--- config.mk ---
export PLATFORM = sky130hd
export DESIGN_NAME = if_stage_s
export DESIGN_NICKNAME = d
export VERILOG_FILES = /design/src/rtl/if_stage_s.sv
export SDC_FILE = /design/constraint.sdc
export NUM_CORES = 1
export LEC_CHECK = 0
export BUFFER_PORTS_ARGS = -buffer_cell sky130_fd_sc_hd__clkbuf_2
export CAP_MARGIN = 20
export CORE_UTILIZATION = 45
export CTS_CLUSTER_DIAMETER = 200
export DETAILED_ROUTE_END_ITERATION = 7
export HOLD_SLACK_MARGIN = 0.05
export PLACE_DENSITY_LB_ADDON = 0.05
export SLEW_MARGIN = 20
export SYNTH_ARGS = -nofsm -noshare
export SYNTH_HDL_FRONTEND = slang
export SYNTH_SLANG_ARGS = --single-unit
--- constraint.sdc ---
create_clock -name clk -period 9.2 [get_ports clk]
set_input_delay 1.84 -clock clk [delete_from_list [all_inputs] [get_ports clk]]
set_output_delay 1.84 -clock clk [all_outputs]
set_load 0.05 [all_outputs]
--- src/rtl/if_stage_s.sv ---
// rtl/if_stage_s.sv - instruction fetch stage: credit-limited fetch, response FIFO and IF/ID register
module if_stage_s #(
    parameter logic [31:0] RESET_PC = 32'h0000_0000,
    parameter int          DEPTH    = 4
) (
    input  logic        clk,
    input  logic        rst,
    input  logic        stall,
    input  logic        flush,
    input  logic [31:0] target_pc,
    output logic        imem_req_valid,
    output logic [31:0] imem_req_addr,
    input  logic        imem_req_ready,
    input  logic        imem_rsp_valid,
    input  logic [31:0] imem_rsp_data,
    output logic        ifid_valid,
    output logic [31:0] ifid_pc,
    output logic [31:0] ifid_pc4,
    output logic [31:0] ifid_instr
);
    localparam int          PW      = $clog2(DEPTH);
    localparam int          CW      = PW + 1;
    localparam logic [CW:0] DEPTH_W = (CW + 1)'(DEPTH);
    localparam logic [31:0] NOP     = 32'h0000_0013;

    logic [31:0]   pc;
    logic [31:0]   rsp_pc;
    logic [CW-1:0] out_cnt;
    logic [CW-1:0] drop_cnt;
    logic [CW-1:0] count;
    logic [PW-1:0] rd_ptr;
    logic [PW-1:0] wr_ptr;
    logic [31:0]   fifo_pc    [DEPTH];
    logic [31:0]   fifo_instr [DEPTH];

    logic [CW:0] credit_used;
    logic        req_fire;
    logic        push;
    logic        pop;

    // Every in-flight request owns a FIFO slot, so a push can never find the FIFO full.
    assign credit_used    = {1'b0, out_cnt} + {1'b0, count};
    assign imem_req_valid = !rst && !flush && (credit_used < DEPTH_W);
    assign imem_req_addr  = pc;
    assign req_fire       = imem_req_valid && imem_req_ready;

    assign push = imem_rsp_valid && !rst && !flush && (drop_cnt == '0);
    assign pop  = !rst && !flush && !stall && (count != '0);

    always_ff @(posedge clk) begin
        if (rst) begin
            pc       <= RESET_PC;
            rsp_pc   <= RESET_PC;
            out_cnt  <= '0;
            drop_cnt <= '0;
        end else if (flush) begin
            // Everything still outstanding belongs to the wrong path and must be discarded.
            pc       <= target_pc;
            rsp_pc   <= target_pc;
            out_cnt  <= out_cnt - CW'(imem_rsp_valid);
            drop_cnt <= out_cnt - CW'(imem_rsp_valid);
        end else begin
            if (req_fire) begin
                pc <= pc + 32'd4;
            end
            out_cnt <= out_cnt + CW'(req_fire) - CW'(imem_rsp_valid);
            if (push) begin
                rsp_pc <= rsp_pc + 32'd4;
            end
            if (imem_rsp_valid && (drop_cnt != '0)) begin
                drop_cnt <= drop_cnt - CW'(1);
            end
        end
    end

    always_ff @(posedge clk) begin
        if (rst || flush) begin
            count  <= '0;
            rd_ptr <= '0;
            wr_ptr <= '0;
        end else begin
            if (push) begin
                wr_ptr <= wr_ptr + PW'(1);
            end
            if (pop) begin
                rd_ptr <= rd_ptr + PW'(1);
            end
            count <= count + CW'(push) - CW'(pop);
        end
    end

    always_ff @(posedge clk) begin
        if (push) begin
            fifo_pc[wr_ptr]    <= rsp_pc;
            fifo_instr[wr_ptr] <= imem_rsp_data;
        end
    end

    // Bubbles keep the pc fields so downstream still sees a coherent address.
    always_ff @(posedge clk) begin
        if (rst) begin
            ifid_valid <= 1'b0;
            ifid_pc    <= 32'd0;
            ifid_pc4   <= 32'd4;
            ifid_instr <= NOP;
        end else if (flush) begin
            ifid_valid <= 1'b0;
            ifid_instr <= NOP;
        end else if (!stall) begin
            if (pop) begin
                ifid_valid <= 1'b1;
                ifid_pc    <= fifo_pc[rd_ptr];
                ifid_pc4   <= fifo_pc[rd_ptr] + 32'd4;
                ifid_instr <= fifo_instr[rd_ptr];
            end else begin
                ifid_valid <= 1'b0;
                ifid_instr <= NOP;
            end
        end
    end
endmodule

After elaboration in Yosys (flattened, before gate mapping)
Memory sizes are Yosys's and may differ from the RTL's. A register that Yosys moved wholly into a read port is not among the register bits.
Cells that the tools add are included.

cells by class
  $add $sub $neg = 12
  multiply operators = 0
  divide/modulo/power cells = 0
  magnitude comparators = 1
  equal/unequal tests = 0
  shifts and indexed selects = 0
  multiplexer cells = 15
  bitwise gates (word level) = 2
  reductions and logical operators = 21

operator list
  cell                                                         number
  two-way mux 32 bit                                           5
  adder 32 x 3 -> 32 bit (second input constant)               3
  logical AND 1 bit                                            9
  two-way mux 3 bit                                            3
  subtractor 3 x 1 -> 3 bit                                    3
  two-way mux 2 bit                                            4
  adder 3 x 1 -> 3 bit                                         2
  nonzero test 2 bit                                           3
  nonzero test 3 bit                                           2
  adder 2 x 1 -> 2 bit (second input constant)                 2
  adder 3 x 3 -> 4 bit                                         1
  less-than comparator 4 x 3 -> 1 bit (second input constant)  1
  zero test 1 bit                                              3
  zero test 3 bit                                              1
  two-way mux 1 bit                                            3
  AND reduction 3 bit                                          1
  subtractor 3 x 1 -> 3 bit (second input constant)            1
  inverter 1 bit                                               2
  OR reduction 2 bit                                           1
  logical OR 1 bit                                             1

storage, ports and cells
  register bits = 174
  bits in latches = 0
  memory bits (writable) = 256
  ROM bits = 0
  bits of input ports = 70
  logic and storage cells = 64
  memories = 2

memories
  name        words  bits a word  rd ports  clocked after memory_dff  wr ports  line  text
  fifo_instr  4      32           1         1                         1         34    logic [31:0] fifo_instr [DEPTH];
  fifo_pc     4      32           1         1                         1         33    logic [31:0] fifo_pc [DEPTH];

Depth between registers and ports, before layout
Gate-level depths: netlist of the first run.

  depth after elaboration = 7
  mapped depth = 17
  mapped depth without buffers = 12

Worst setup path before layout of the first run
OpenSTA, ideal clock, no wires.

  path type = input-to-output
  start point = input rst
  end point = output imem_req_valid
  arrival = 3.536 ns
  required time = 7.360 ns
  path slack = 3.824 ns
  cell stages on the path = 4
  cell sequence = clkbuf_1 or2_1 clkbuf_1 nor3b_1

between the ends
  cells in the longest elaborated chain, start to end = 3

RTL lines
  item                             line  text
  from (decl)                      7     input logic rst,
  zero test 1 bit                  43    assign imem_req_valid = !rst && !flush && (credit_used < DEPTH_W);
  logical AND 1 bit (2 in series)  43
  to (decl)                        11    output logic imem_req_valid,

Every way passes these cells.

Final worst setup path of the first run
  start point = input flush
  end point = output imem_req_valid

between the ends
  cells in the longest elaborated chain, start to end = 3

RTL lines
  item                             line  text
  from (decl)                      9     input logic flush,
  zero test 1 bit                  43
  logical AND 1 bit (2 in series)  43

Every way passes these cells.

==> run summary, run 1 <==
Post-Synthesis Net Count -> 1388
crit path kind -> input pin to output port
Worst setup EP type -> output port
largest net degree at the start of global routing -> 96
cell repeated most along the worst path -> clkbuf_2
crit path DAT -> 3.25 ns
outcome -> finished clean
post-synthesis compound-gate area fraction -> 8.615%
Worst R2R End -> out_cnt[2]$_SDFF_PP0_
CTS H-tree depth -> 2
met3 WL post-DR -> 2.058 mm
most used flip-flop cell after synthesis -> edfxtp_1
post_cts resized -> 0
Die X -> 198.7 um
Clk Tree Root Cell -> clkbuf_16
Port Buf Inserts -> 199
Setup-failing EPs final -> 0
post-synthesis async set-or-reset flop share -> 0%
Clock Power Share -> 42.4%
drt pass-1 iters -> 5
io pins -> 200
Nets -> 1566
Peak Freq -> 0.1967 GHz
CTS Buffer Depth -> 3
DRT Wirelength -> 39.93 mm
Initial Util -> 46.02%
Seq/Total Area, Yosys -> 64.15%
worst reg-to-reg setup slack -> 5.60 ns
crit path buf inv count -> 3
power per standard cell area -> 200.9 mW/mm2
synth unique cells -> 66
Sequential Power Share -> 52.3%
final hold vios -> 0
Setup Skew -> 0.01788 ns
Iter 0 DRT Violations -> 539
share of cells above drive strength 1 -> 23.78%
min Tclk post-route -> 5.085 ns
Sw Share -> 22.88%
GRT Residual Overflow -> 0
number of global-route vias before repair -> 10.86k
Leakage -> 6.951 nW
Setup crit start kind -> input pin
NetSw -> 0.0009267 W
area grow syn2layout -> 15.79%
DP Area -> 0.01876 mm2
slew of the pin with the lowest slew margin -> 1.082 ns
post-route cell area -> 0.02016 mm2
ANT cells -> 0
DRT antenna net count -> 0
Max Transition Viols Final -> 0
internal power -> 0.003123 W
CTS tree -> built
Hold Path Origin -> ifid_valid$_SDFFE_PP0N_
Reg-to-Reg Start -> count[1]$_SDFF_PP0_
simple-gate share of the synthesized area -> 11.40%
post-synthesis adder-cell area fraction -> 1.451%
CP delay by family, top -> buffers and inverters
Total Power -> 0.004050 W
Vias -> 11.14k
Mapped Area -> 0.01741 mm2
initial antenna violation count -> 0
synthesized area per cell -> 13.41 um2
Final Cycle Share -> 55.27%
Residual DRC -> 0
CTS Hold Bufs -> 0
Worst Setup SP -> flush
Clk pin slew, worst setup/hold paths -> 0.06 ns
Data required, critical path -> 7.36 ns
total of max-cap violations -> 0
hold path endpoint -> ifid_valid$_SDFFE_PP0N_
HPWL after DPL -> 25.41 mm
synthesized instance count -> 1299
Max VDD drop -> 137.3 uV
Critical-path top delay cell -> or2_1
Rel. slew slack -> 27.59%
first-pass GRT wire length -> 62.24 mm
die height -> 198.7 um
HP Class -> flip-flop to flip-flop
Comb pwr share -> 5.3%
CTS Buf Count -> 46
final setup TNS -> 0 ns
WL met2 -> 17.95 mm
worst reg-to-reg path cell count -> 13
via/cell ratio -> 5.501
combinational family with the most area after synthesis -> simple AND/OR/NAND/NOR gates
post-synthesis register bit count -> 430
slowest cell delay on critical path -> 0.38 ns
worst-path fanout max -> 53
row count -> 71
GRT Overall Usage -> 20.61%
clock tree sinks -> 430
Post-synth EDFFs -> 256
post-CTS setup buffers -> 0
Clock Latency Late Sink -> 0.55 ns
Wirelength per Cell -> 19.72 um
Yosys Warn Count -> 0
max layer used -> met4
core area -> 0.03784 mm2
critical-path cell list -> clkbuf_2, buf_4, or2_1, nor3b_1, clkbuf_2
RSZ-0062 raised after global routing -> no
post-synthesis mux area share -> 9.154%
M1 WL -> 19.29 mm
Synth Area in XOR/XNOR -> 2.414%
WHS Path Cells -> 2
gpl congestion -> 0.7901
area of the die -> 0.03949 mm2
## tightest hold or removal path, stage by stage, from the launching register on
cell	delay, ns
dfxtp_1	0.31
nand2_1	0.05
nand2_1	0.04
## worst max path at each step
stage / end / cells past startpoint
floorplan: imem_req_valid / 4
global placement: out_cnt[2]$_SDFF_PP0_ / 14
detailed placement: out_cnt[2]$_SDFF_PP0_ / 14
CTS: imem_req_valid / 5
global route: out_cnt[2]$_SDFF_PP0_ / 14
finish: imem_req_valid / 5
## cell usage in the layout (no fill, tap or decap), drive strengths merged, types with 14 or more instances in the layout
cell type,instances
a22o,29
a31oi,25
a21boi,14
o21ai,41
nor3,25
nor4,24
inv,24
nand2,136
mux4,64
nor2,55
a21oi,74
nand3,34
and3,21
edfxtp,256
buf,14
a211oi,18
xnor2,33
clkbuf,255
nand4,30
clkinv,25
ha,17
dfxtp,174
and4,15
xor2,15
## registers in the layout, summed over array words and instances, names as in the netlist, named ones only
| signal | cells |
|---|---|
| wr_ptr | 2 |
| count | 3 |
| rd_ptr | 2 |
| out_cnt | 3 |
| ifid_instr | 32 |
| ifid_pc | 32 |
| drop_cnt | 3 |
| fifo_pc | 128 |
| fifo_instr | 128 |
| rsp_pc | 32 |
| ifid_valid | 1 |
| imem_req_addr | 32 |
| ifid_pc4 | 30 |
## area by class of cell
type	instances	area, um2
Tap cell	511	639.4
Multi-Input combinational cell	763	5759
Timing Repair Buffer	212	1096
Sequential cell	430	11180
Clock buffer	57	1224
Clock inverter	28	177.7
Fill cell	3320	17680
Inverter	24	91.34
## per-layer routing
| metal | global-route usage, % | up-vias |
|---|---|---|
| met1 | 30.66 | 5491 |
| met2 | 31.36 | 269 |
| met3 | 3.289 | 50 |
| li1 | - | 5330 |
| met5 | 0 | - |
| met4 | 5.442 | 0 |
## cells in the mapped netlist (15+ instances only)
cell | instances | area share [%]
a211oi_1 | 18 | 0.78
a21oi_1 | 74 | 2.1
a22o_1 | 29 | 1.5
a31oi_1 | 25 | 0.90
and3_1 | 20 | 0.72
clkbuf_1 | 52 | 1.1
dfxtp_1 | 174 | 20
edfxtp_1 | 256 | 44
ha_1 | 17 | 1.2
inv_1 | 22 | 0.47
mux4_2 | 59 | 7.6
nand2_1 | 136 | 2.9
nand3_1 | 33 | 0.95
nand4_1 | 27 | 0.97
nor2_1 | 55 | 1.2
nor3_1 | 25 | 0.72
nor4_1 | 24 | 0.86
o21ai_0 | 41 | 1.2
xnor2_1 | 33 | 1.7
xor2_1 | 15 | 0.75
## power groups by stage
stage	logic, W	registers [W]	clock network (W)
finish	0.000213	0.00212	0.00172
global route	0.000234	0.00212	0.00185
CTS	0.000215	0.00212	0.00177
detailed placement	0.000214	0.00216	0
global placement	0.000213	0.00216	0
floorplan	0.000114	0.00218	0
## logic make-up after synthesis
family / Yosys count
adders and majority gates: 19
and+or+nand+nor: 385
AOI/OAI and AO/OA: 234
muxes: 77
buffers and inverters: 106
DFF: 430
xor gates and xnor gates: 48
## per-stage QoR
stage / std cells / utilization, % / setup slack, ns / hold slack [ns]
after floorplan: 1299 / - / 3.824 / 0.4600
after CTS: 2025 / 53.28 / 4.096 / 0.4474
after detailed placement: 1940 / 49.58 / 3.639 / 0.4377
final: 2025 / 53.28 / 4.115 / 0.4446
after global placement: 1940 / 49.58 / 3.735 / 0.4359
after global routing: 2025 / 53.28 / 3.899 / 0.4569
Power figures use the tool's default switching activity.
==> run 2, diff against run 1 <==
Clock period 9.2 ns to 4.7 ns, I/O delays scaled along.
==> run 2 against run 1 <==
  * Power up 100%
  * Sequential power up 96%
  * Combinational power up 99%
  * Clock power up 100%
  * Cell area up 0.70%
  * Setup slack worse by 2.6 ns
  * Via count up 1.1%
  * Cell count up 0.25%
==> run summary, run 2 (synthesis results as in run 1) <==
dpl cells -> 1947
GRT Residual Overflow -> 0
GRT Overall Usage -> 20.80%
min Tclk post-route -> 3.169 ns
Peak Freq -> 0.3155 GHz
final setup TNS -> 0 ns
CTS Buf Count -> 45
crit path DAT -> 2.23 ns
CTS Buffer Depth -> 3
Max Transition Viols Final -> 0
largest net degree at the start of global routing -> 111
post-CTS setup buffers -> 0
total of max-cap violations -> 0
initial antenna violation count -> 0
Clock Latency Late Sink -> 0.56 ns
Reg-to-Reg Start -> count[1]$_SDFF_PP0_
ANT cells -> 0
Multi-input gate area -> 0.005758 mm2
CTS H-tree depth -> 2
Clk Tree Root Cell -> clkbuf_16
area of the die -> 0.03949 mm2
Worst R2R End -> out_cnt[2]$_SDFF_PP0_
Final Cycle Share -> 67.43%
via/cell ratio -> 5.548
Worst setup EP type -> output port
hold path endpoint -> ifid_valid$_SDFFE_PP0N_
final hold vios -> 0
Initial Util -> 46.02%
Nets -> 1572
most frequent cells in the layout -> edfxtp_1 (256), clkbuf_2 (198), dfxtp_1 (172)
post-route insts no fill -> 2030
storage element area -> 0.01118 mm2
DRT antenna net count -> 0
drt pass-1 iters -> 5
DRT Wirelength -> 40.31 mm
clock tree sinks -> 430
RSZ-0062 raised after global routing -> no
first-pass GRT wire length -> 62.82 mm
Setup crit start kind -> flip-flop
HP Class -> flip-flop to flip-flop
worst-path fanout max -> 4
worst reg-to-reg path cell count -> 13
Residual DRC -> 0
Vias -> 11.26k
largest registers -> fifo_instr (128), fifo_pc (128)
M1 WL -> 19.23 mm
power per standard cell area -> 398.3 mW/mm2
Setup-failing EPs final -> 0
Hold Path Origin -> ifid_valid$_SDFFE_PP0N_
Max VDD drop -> 231.0 uV
Wirelength per Cell -> 19.86 um
row count -> 71
Die X -> 198.7 um
Clk pin slew, worst setup/hold paths -> 0.06 ns
outcome -> finished clean
met3 WL post-DR -> 2.372 mm
CTS Hold Bufs -> 0
area grow syn2layout -> 16.60%
Leakage -> 7.013 nW
crit path kind -> flip-flop to output port
number of global-route vias before repair -> 10.97k
worst reg-to-reg setup slack -> 1.65 ns
max layer used -> met4
most common cell after layout, fill and taps aside -> edfxtp_1
fillcell total -> 3312
Data required, critical path -> 3.76 ns
HPWL after DPL -> 26.06 mm
slew of the pin with the lowest slew margin -> 1.015 ns
Iter 0 DRT Violations -> 680
gpl congestion -> 0.7956
WHS Path Cells -> 2
io pins -> 200
core area -> 0.03784 mm2
die height -> 198.7 um
WL met2 -> 18.13 mm
share of cells above drive strength 1 -> 23.70%
Port Buf Inserts -> 199
CTS tree -> built
Setup Skew -> 0.009626 ns
post_cts resized -> 0
Rel. slew slack -> 32.09%
[run 2: per-layer routing]
metal | vias up | global-route usage (%)
met5 | - | 0
met4 | 0 | 5.584
met3 | 45 | 3.611
met2 | 328 | 32.06
met1 | 5561 | 30.35
li1 | 5328 | -
[run 2: critical path: stages, from the launching register on]
cell and delay [ns]:
dfxtp_1 0.43, ha_1 0.27, a311oi_1 0.30, nor3b_1 0.33, clkbuf_2 0.34
[run 2: final cells by class]
| cell class | instances | area share (%) |
|---|---|---|
| Clock buffer | 63 | 6.187 |
| Inverter | 24 | 0.4498 |
| Multi-Input combinational cell | 763 | 28.36 |
| Sequential cell | 430 | 55.04 |
| Clock inverter | 20 | 0.9736 |
| Tap cell | 511 | 3.149 |
| Timing Repair Buffer | 219 | 5.842 |
[run 2: per-stage QoR]
| step | utilization, % | hold slack, ns | power [W] | setup WS, ns | instance area (um2) |
|---|---|---|---|---|---|
| 3_3_place_gp | 49.81 | 0.4304 | 0.004646 | 1.353 | 18850 |
| 4_1_cts | 53.65 | 0.4462 | 0.008181 | 1.507 | 20300 |
| 5_1_grt | 53.65 | 0.4714 | 0.008356 | 1.426 | 20300 |
| 2_1_floorplan | - | 0.4600 | 0.004492 | 0.8096 | 17410 |
| 3_5_place_dp | 49.81 | 0.4363 | 0.004654 | 1.300 | 18850 |
| 6_report | 53.65 | 0.4426 | 0.008088 | 1.531 | 20300 |
[run 2: worst max-delay path by stage]
stage                         from                   endpoint  slack [ns]
2_1_floorplan                  rst        count[2]$_SDFF_PP0_        0.81
3_3_place_gp                   rst        count[2]$_SDFF_PP0_        1.35
3_5_place_dp                   rst      out_cnt[2]$_SDFF_PP0_        1.30
4_1_cts        count[1]$_SDFF_PP0_             imem_req_valid        1.51
5_1_grt                  flip-flop  ifid_pc4[29]$_SDFFE_PP0P_        1.43
6_report       count[1]$_SDFF_PP0_             imem_req_valid        1.53
[run 2: power breakdown]
group	internal, W	switching (W)	total [W]
clock	0.00208	0.00143	0.00352
combinational	0.000143	0.000281	0.000424
sequential	0.00407	0.0000832	0.00415
==> run 3, diff against run 2 <==
Settings changed: ABC_AREA set to 1.
Clock period 4.7 ns to 2.74 ns, I/O delays scaled along.
==> run 3 against run 2 <==
  * Global-route usage grew 2.6 points
  * Sequential power grew 72%
  * Setup slack lost 1.4 ns
  * Non-clock buffer count grew 33
  * Power grew 73%
  * Sequential cell count is the same
  * Clock-buffer cell count shrank 2
  * Clock power grew 70%
  * Highest routed layer unchanged
==> run summary, run 3 <==
post-synthesis register bit count -> 430
CTS tree -> built
largest net degree at the start of global routing -> 91
total of max-cap violations -> 0
HPWL after DPL -> 34.17 mm
post-synth top area share -> 40.22%
RSZ-0062 raised after global routing -> no
power per standard cell area -> 628.1 mW/mm2
final hold vios -> 0
cell repeated most along the worst path -> inv_1
CTS Buffer Depth -> 3
WHS Path Cells -> 1
initial antenna violation count -> 0
io pins -> 200
most frequent cells in the layout -> nand2_1 (599), edfxtp_1 (256), clkbuf_2 (198)
Final Cycle Share -> 93.89%
synthesized area per cell -> 8.957 um2
hold path endpoint -> fifo_instr[2][17]$_DFFE_PP_
ANT cells -> 0
post-synthesis async set-or-reset flop share -> 0%
min Tclk post-route -> 2.572 ns
top cells by area, synth -> edfxtp_1 (40%), dfxtp_1 (18%), nand2_1 (12%), nand3_1 (4.8%), o21ai_0 (3.7%)
post-synth top area cell -> edfxtp_1
clock tree sinks -> 430
DP Area -> 0.02082 mm2
Wirelength per Cell -> 17.41 um
Data required, critical path -> 3.19 ns
most frequent cells after synthesis -> nand2_1 (600), edfxtp_1 (256), nand3_1 (182)
Iter 0 DRT Violations -> 894
post-route cell area -> 0.02229 mm2
most common cell after layout, fill and taps aside -> nand2_1
CTS Buf Count -> 46
critical-path cell list -> ha_1, nor2_1, nand2_1, nor3_4, nand2_2, ha_4, inv_1, ha_2, fa_2, xor2_1, inv_1, or2_4, nand3_2, a21oi_1
synth unique cells -> 45
Reg-to-Reg Start -> out_cnt[2]$_SDFF_PP0_
first-pass GRT wire length -> 79.30 mm
Die X -> 208.1 um
Max Transition Viols Final -> 0
DRT antenna net count -> 0
Worst R2R End -> out_cnt[2]$_SDFF_PP0_
die height -> 208.1 um
Rel. slew slack -> 45.02%
Total Power -> 0.01400 W
share of cells above drive strength 1 -> 15.68%
slowest cell delay on critical path -> 0.35 ns
Leakage -> 9.092 nW
synthesized instance count -> 2134
Hold Path Origin -> imem_rsp_data[17]
HP Class -> input pin to flip-flop
Setup crit start kind -> flip-flop
worst reg-to-reg setup slack -> 0.17 ns
area grow syn2layout -> 16.59%
Nets -> 2419
DP Worst Slack -> 0.03108 ns
setup slack after layout -> 0.1675 ns
area of the die -> 0.04331 mm2
slew of the pin with the lowest slew margin -> 0.8246 ns
worst-path fanout max -> 5
Post-Synthesis Net Count -> 2223
CP delay by family, top -> adder cells
Critical-path top delay cell -> fa_2
largest registers -> fifo_instr (128), fifo_pc (128)
Peak Freq -> 0.3887 GHz
most used flip-flop cell after synthesis -> edfxtp_1
Clk Tree Root Cell -> clkbuf_16
outcome -> finished clean
Yosys Warn Count -> 0
CTS Hold Bufs -> 0
crit path buf inv count -> 2
Vias -> 15.17k
Mapped Area -> 0.01911 mm2
row count -> 75
core area -> 0.04195 mm2
Seq/Total Area, Yosys -> 58.44%
Max VDD drop -> 442.1 uV
Setup-failing EPs final -> 0
crit path DAT -> 3.02 ns
Worst setup EP type -> flip-flop
CTS H-tree depth -> 2
via/cell ratio -> 5.223
GRT Overall Usage -> 23.39%
Port Buf Inserts -> 199
worst reg-to-reg path cell count -> 14
Clock Latency Late Sink -> 0.59 ns
Initial Util -> 45.57%
cell with the most instances after synthesis -> nand2_1
drt pass-1 iters -> 7
Clk pin slew, worst setup/hold paths -> 0.06 ns
crit path kind -> flip-flop to flip-flop
gpl congestion -> 0.9047
GRT Residual Overflow -> 0
Residual DRC -> 0
WHS -> 0.1765 ns
DRT Wirelength -> 50.59 mm
final setup TNS -> 0 ns
Setup Skew -> 0.01234 ns
number of global-route vias before repair -> 14.43k
Post-synth EDFFs -> 256
==> run 3: cell count changes in the layout (fill, tap and decap cells not counted), moves of 16 or more <==
cell	change
nand2_1	+463
nand3_1	+148
inv_1	+145
nor2_1	+119
o21ai_0	+99
mux4_2	-59
a21oi_1	+35
a32o_1	+30
buf_4	+30
a22o_1	-29
xnor2_1	-24
nor4_1	-22
and3_1	-16
nor2_2	+16
==> run 3: logic make-up after synthesis <==
logic type	after synthesis	synth area share (%)
flip-flops	430	58.44
XOR/XNOR	22	1.008
buffers and inverters	278	6.120
AND/OR/NAND/NOR	1045	22.86
adder cells (fa/ha/maj)	19	1.322
AO/OA/AOI/OAI	340	10.25
==> run 3: timing repair <==
item / in CTS / in global routing
setup buffers: 0 / 0
gates resized for setup: 0 / 2
setup endpoints to repair: 0 / 2
==> run 3: cell type report <==
class	count	area (um2)
Clock buffer	61	1269
Clock inverter	23	190.2
Fill cell	3935	19660
Inverter	174	659.4
Multi-Input combinational cell	1426	6845
Sequential cell	430	11180
Tap cell	539	674.4
Timing Repair Buffer	252	1471
==> run 3: how the worst max path moves through the flow <==
stage	from	endpoint	slack, ns	cells after the start
2_1_floorplan	flush	fifo_instr[0][0]$_DFFE_PP_	-0.60	6
3_3_place_gp	rst	out_cnt[2]$_SDFF_PP0_	0.06	14
3_5_place_dp	rst	out_cnt[2]$_SDFF_PP0_	0.03	14
4_1_cts	out_cnt[2]$_SDFF_PP0_	out_cnt[2]$_SDFF_PP0_	0.08	14
5_1_grt	drop_cnt[0]$_SDFFE_PP0P_	count[2]$_SDFF_PP0_	0.007	13
6_report	out_cnt[2]$_SDFF_PP0_	out_cnt[2]$_SDFF_PP0_	0.17	14
==> run 3: metal layers <==
layer | track usage [%] | vias up | wire, um
met1 | 33.27 | 7103 | 23910
met2 | 36.69 | 381 | 22870
met5 | 0 | - | 0
li1 | - | 7610 | -
met3 | 3.502 | 80 | 2546
met4 | 7.663 | 0 | 1272
==> run 3: where the power goes <==
group	switching, W	leakage [nW]	internal [W]
combinational	0.000597	4.61	0.000262
clock	0.00255	0.707	0.00345
sequential	0.000147	3.77	0.00699
==> run 3: worst register-to-register path, cell delays in order, from the launching register on <==
cell and delay (ns):
dfxtp_2 0.34, ha_1 0.29, nor2_1 0.09, nand2_1 0.09
nor3_4 0.15, nand2_2 0.10, ha_4 0.26, inv_1 0.03
ha_2 0.17, fa_2 0.35, xor2_1 0.16, inv_1 0.07
or2_4 0.23, nand3_2 0.05, a21oi_1 0.06
==> run 3: metrics by stage <==
step,utilization [%],cells
floorplan,-,2134
global placement,49.64,2821
detailed placement,49.64,2821
CTS,53.12,2905
global route,53.13,2905
finish,53.13,2905
